**src/rtl/wb_pkg.sv**
```systemverilog
// Shared definitions for the writeback stage: source indices, FSM state type and
// default widths.
package wb_pkg;

  localparam int RS_PC   = 0;
  localparam int RS_MEM  = 1;
  localparam int RS_ALU  = 2;
  localparam int RS_SPEC = 3;

  localparam int WB_DATA_W = 16;
  localparam int WB_RA_W   = 3;

  typedef enum logic {
    RUN    = 1'b0,
    HALTED = 1'b1
  } wb_state_e;

endpackage

```
**src/rtl/wb_src_mux.sv**
```systemverilog
// NSRC:1 result-source mux. An index at or above NSRC selects zero and raises
// out_of_range.
module wb_src_mux #(
  parameter int DATA_W = 16,
  parameter int NSRC   = 4,
  parameter int SEL_W  = 2
) (
  input  logic [NSRC*DATA_W-1:0] in_data,
  input  logic [SEL_W-1:0]       sel,
  output logic [DATA_W-1:0]      sel_data,
  output logic                   out_of_range
);

  always_comb begin
    sel_data     = '0;
    out_of_range = (int'(sel) >= NSRC);
    for (int k = 0; k < NSRC; k++) begin
      if (sel == SEL_W'(k)) sel_data = in_data[k*DATA_W +: DATA_W];
    end
  end

endmodule

```
**src/rtl/wb_pipe.sv**
```systemverilog
// Writeback stage: source select, one-entry valid/ready register, halt FSM,
// retire counter and sticky select error. Define WB_FWD_EN to drive the fwd_* tap.
module wb_pipe
  import wb_pkg::*;
#(
  parameter int DATA_W = WB_DATA_W,
  parameter int NSRC   = 4,
  parameter int SEL_W  = 2,
  parameter int RA_W   = WB_RA_W,
  parameter int CNT_W  = 16
) (
  input  logic                   clk,
  input  logic                   rst,
  input  logic                   in_valid,
  output logic                   in_ready,
  input  logic [NSRC*DATA_W-1:0] in_data,
  input  logic [SEL_W-1:0]       in_sel,
  input  logic                   in_wr_en,
  input  logic [RA_W-1:0]        in_wr_addr,
  input  logic                   in_halt,
  input  logic                   flush,
  output logic                   rf_we,
  output logic [RA_W-1:0]        rf_waddr,
  output logic [DATA_W-1:0]      rf_wdata,
  output logic                   halted,
  output logic [CNT_W-1:0]       retire_cnt,
  output logic                   sel_err,
  output logic                   fwd_valid,
  output logic [RA_W-1:0]        fwd_addr,
  output logic [DATA_W-1:0]      fwd_data
);

  wb_state_e          state_q, state_d;
  logic               valid_q, valid_d;
  logic               we_q, we_d;
  logic [RA_W-1:0]    addr_q, addr_d;
  logic [DATA_W-1:0]  wdata_q, wdata_d;
  logic [CNT_W-1:0]   retire_cnt_q, retire_cnt_d;
  logic               sel_err_q, sel_err_d;
  logic [DATA_W-1:0]  sel_data;
  logic               sel_oor;
  logic               xfer;

  wb_src_mux #(
    .DATA_W(DATA_W),
    .NSRC  (NSRC),
    .SEL_W (SEL_W)
  ) u_src_mux (
    .in_data     (in_data),
    .sel         (in_sel),
    .sel_data    (sel_data),
    .out_of_range(sel_oor)
  );

  assign in_ready = (state_q == RUN) && !rst;
  assign xfer     = in_valid && in_ready;

  always_comb begin
    state_d      = state_q;
    valid_d      = 1'b0;
    we_d         = we_q;
    addr_d       = addr_q;
    wdata_d      = wdata_q;
    sel_err_d    = sel_err_q;
    retire_cnt_d = retire_cnt_q;
    if (valid_q) retire_cnt_d = retire_cnt_q + CNT_W'(1);
    if (xfer) begin
      // A flushed transfer still loads the data registers; only valid is killed.
      valid_d = !flush;
      wdata_d = sel_data;
      addr_d  = in_wr_addr;
      we_d    = in_wr_en && !in_halt;
      if (sel_oor) sel_err_d = 1'b1;
      if (in_halt && !flush) state_d = HALTED;
    end
  end

  // Writeback register stage
  always_ff @(posedge clk) begin
    if (rst) begin
      state_q      <= RUN;
      valid_q      <= 1'b0;
      we_q         <= 1'b0;
      addr_q       <= '0;
      wdata_q      <= '0;
      retire_cnt_q <= '0;
      sel_err_q    <= 1'b0;
    end else begin
      state_q      <= state_d;
      valid_q      <= valid_d;
      we_q         <= we_d;
      addr_q       <= addr_d;
      wdata_q      <= wdata_d;
      retire_cnt_q <= retire_cnt_d;
      sel_err_q    <= sel_err_d;
    end
  end

  assign rf_we      = valid_q && we_q;
  assign rf_waddr   = addr_q;
  assign rf_wdata   = wdata_q;
  assign halted     = (state_q == HALTED);
  assign retire_cnt = retire_cnt_q;
  assign sel_err    = sel_err_q;

`ifdef WB_FWD_EN
  assign fwd_valid = valid_q && we_q;
  assign fwd_addr  = addr_q;
  assign fwd_data  = wdata_q;
`else
  assign fwd_valid = 1'b0;
  assign fwd_addr  = '0;
  assign fwd_data  = '0;
`endif

endmodule

```
**config.mk**
```make
export PLATFORM = sky130hd
export DESIGN_NAME = wb_pipe
export DESIGN_NICKNAME = d
export VERILOG_FILES = /design/src/rtl/wb_pkg.sv /design/src/rtl/wb_src_mux.sv /design/src/rtl/wb_pipe.sv
export SDC_FILE = /design/constraint.sdc
export NUM_CORES = 1
export LEC_CHECK = 0
export CAP_MARGIN = 20
export CORE_MARGIN = 1
export CORE_UTILIZATION = 33
export CTS_CLUSTER_DIAMETER = 40
export CTS_CLUSTER_SIZE = 12
export DETAILED_ROUTE_END_ITERATION = 10
export PLACE_DENSITY_LB_ADDON = 0.12
export SLEW_MARGIN = 20
export SYNTH_ARGS = -nofsm -noshare
export SYNTH_HDL_FRONTEND = slang
export SYNTH_SLANG_ARGS = --single-unit
```
**constraint.sdc**
```tcl
create_clock -name clk -period 1.65 [get_ports clk]
set_clock_uncertainty 0.05 [all_clocks]
set_input_delay 0.33 -clock clk [delete_from_list [all_inputs] [get_ports clk]]
set_output_delay 0.33 -clock clk [all_outputs]
set_load 0.05 [all_outputs]
```
==> reports/qor.txt <==
Status: finished, final reports clean
GRT Overall Usage: 16.4%
Switching Share: 32.0%
Core Area: 6030 sq um
# H-tree levels: 2
Most common cell after layout, fill and taps aside: clkdlybuf4s50_1
Synth async-reset ratio: 0%
Max-slew violations: 0
Die area: 6700 sq um
Critical Path RT: 1.78 ns
Ys Warns: 0
TritonRoute pass-1 iters: 5
Post-Syn Instances: 221
Chip height: 81.8 um
Detail Placement HPWL: 4290 um
Synth unique cells: 32
Share of layout cells above drive strength 1: 30.9%
CTS Buf Count: 5
Setup WS pre-CTS: -0.260 ns
Post-DR vias/cell: 4.66
First-pass GRT wire length: 8380 um
Area of the multi-input gates: 1210 sq um
Total grt overflow: 0
Vias in the first global route: 1907
Buffer count from post-CTS setup fixing: 0
Final hold viol count: 0
Post-route ant nets: 0
Synth-to-Final Area Change: 73.0%
Post-Place Cell Area: 3500 sq um
Register area share after synthesis: 36.2%
Final setup vio count: 0
CP startpoint kind: flip-flop
Peak fanout along the critical path: 8
Final GP Congestion: 0.747
Worst reg2reg path depth: 4
Clk pwr share: 26.0%
Initial Utilization: 34.9%
DR WL/cell: 12.7 um
TritonCTS clock tree: built
Worst min-delay path category: reg2reg
Root Driver: clkbuf_8
Clock Sinks: 38
Diode count: 0
Switching Power: 0.000754 W
Total Neg Setup Slack: 0 ns
Initial antenna violation count: 0
Clock latency on the worst-skew pair: 0.28 ns
LEAKAGE: 1.43 nW
VDD IR max: 352 uV
Final Instance Area: 3640 sq um
Vias: 1960
Fill count: 553
Row count: 28
DRC: 0
Fin worst setup slack: 0.0570 ns
Mapped Area: 2100 sq um
Post-synth EDFFs: 0
Most frequent cells in the layout: clkdlybuf4s50_1 (72), buf_4 (38), dfxtp_1 (26)
Final Util: 60.4%
Initial DRC Count: 44
Pwr per Cell Area: 647 nW/um^2
Final worst path period need: 1.59 ns
Port Buffers: 112
Part of the power in combinational logic: 32.0%
Unrepaired setup endpoints after global routing: true
Cts hold-fix bufs: 0
Register Area: 786 sq um
CTS max path bufs: 2
Int Pwr: 0.00160 W
Synth Flop Type: dfxtp_1
Die width: 81.8 um
MaxCap Viol Count: 0
Highest clock rate: 628 MHz
Crit Path Class: reg2reg
Final cycle utilization of the critical path: 96.5%
Largest net degree at the start of global routing: 28
Ports: 134
DRT Wirelength: 5330 um
Synth Register Bits: 38
# placed instances: 412
Hold depth: 2
Nets: 421
Reg power frac: 42.0%
Crit path capture type: flip-flop
Final cell count without fillers: 421
Syn Area/Cell: 9.52 sq um
Clock slew at reported path FFs: 0.08 ns
Worst EP arrival: 1.72 ns
through the flow:
step	hold slack (ns)	power [W]
2_1_floorplan	0.389	0.00147
3_3_place_gp	0.399	0.00175
3_5_place_dp	0.412	0.00176
4_1_cts	0.424	0.00237
5_1_grt	0.448	0.00246
6_report	0.422	0.00236
worst max-delay path, stage by stage (launching register included):
cell and delay [ns]:
dfxtp_4 0.37, ha_1 0.19, nand3_2 0.18, nor4_2 0.33
mux2_2 0.36
final cells by class:
cell class                      count  share of cell area, %
Timing Repair Buffer              133                   39.9
Multi-Input combinational cell    164                   33.4
Sequential cell                    38                   21.6
Tap cell                           75                   2.58
Clock buffer                        6                   1.99
Inverter                            3                  0.309
Clock inverter                      2                  0.241
power groups by stage:
stage	Clock [W]	Combinational (W)	Sequential, W
floorplan	0	0.000309	0.00116
global placement	0	0.000746	0.00101
detailed placement	0	0.000752	0.00101
CTS	0.000629	0.000752	0.000990
global route	0.000665	0.000795	0.000996
finish	0.000612	0.000754	0.000990
sequential cells by signal, indices dropped and copies added (netlist names):
signal	count
we_q	1
valid_q	1
retire_cnt	16
rf_waddr	3
rf_wdata	16
halted	1
synthesized netlist by cell type (4+ instances only):
library cell   n  share of area [%]
dfxtp_1       38                 36
buf_4         23                8.2
nand2_1       23                4.1
o21ai_0       22                5.2
nand2b_1      20                5.9
mux4_2        16                 17
nor2_1        11                2.0
a21oi_1        8                1.9
clkbuf_1       8                1.4
mux2_2         4                2.1
nand3_1        4               0.95
nor2b_1        4                1.2
nor4_1         4                1.2
o31ai_1        4                1.4
or4_1          4                1.4
timing repair:
| action | CTS | global route |
|---|---|---|
| endpoints found under the hold margin | 0 | 0 |
| gates cloned | 0 | 1 |
| gates resized for setup | 4 | 4 |
| endpoints found under the setup margin | 4 | 5 |
metal layers:
| metal | track usage (%) | vias up | part of all wire (%) |
|---|---|---|---|
| li1 | - | 983 | - |
| met1 | 18.7 | 891 | 39 |
| met2 | 28.8 | 82 | 52 |
| met3 | 5.33 | 4 | 7.5 |
| met4 | 5.26 | 0 | 0.73 |
| met5 | 0 | - | 0 |
kinds of logic (layout without fill, tap and decap cells):
group / count (synthesis) / in the layout / share of synthesized area, %
AOI/OAI and AO/OA: 35 / 35 / 8.86
buffers and inverters: 39 / 144 / 11.6
adders and majority gates: 1 / 1 / 0.595
and+or+nand+nor: 82 / 82 / 21.2
other: 1 / 21 / 0.178
xor gates and xnor gates: 4 / 4 / 1.67
muxes: 21 / 21 / 19.8
DFF: 38 / 38 / 36.2
worst paths after layout:
check	start	end	slack, ns
setup / recovery	retire_cnt[0]$_SDFFE_PP0P_	retire_cnt[14]$_SDFFE_PP0P_	0.06
hold / removal	we_q$_SDFFE_PP0P_	we_q$_SDFFE_PP0P_	0.42
setup reg to reg	retire_cnt[0]$_SDFFE_PP0P_	retire_cnt[14]$_SDFFE_PP0P_	0.06
hold reg to reg	we_q$_SDFFE_PP0P_	we_q$_SDFFE_PP0P_	0.42
(Power assumes the default switching activity.)
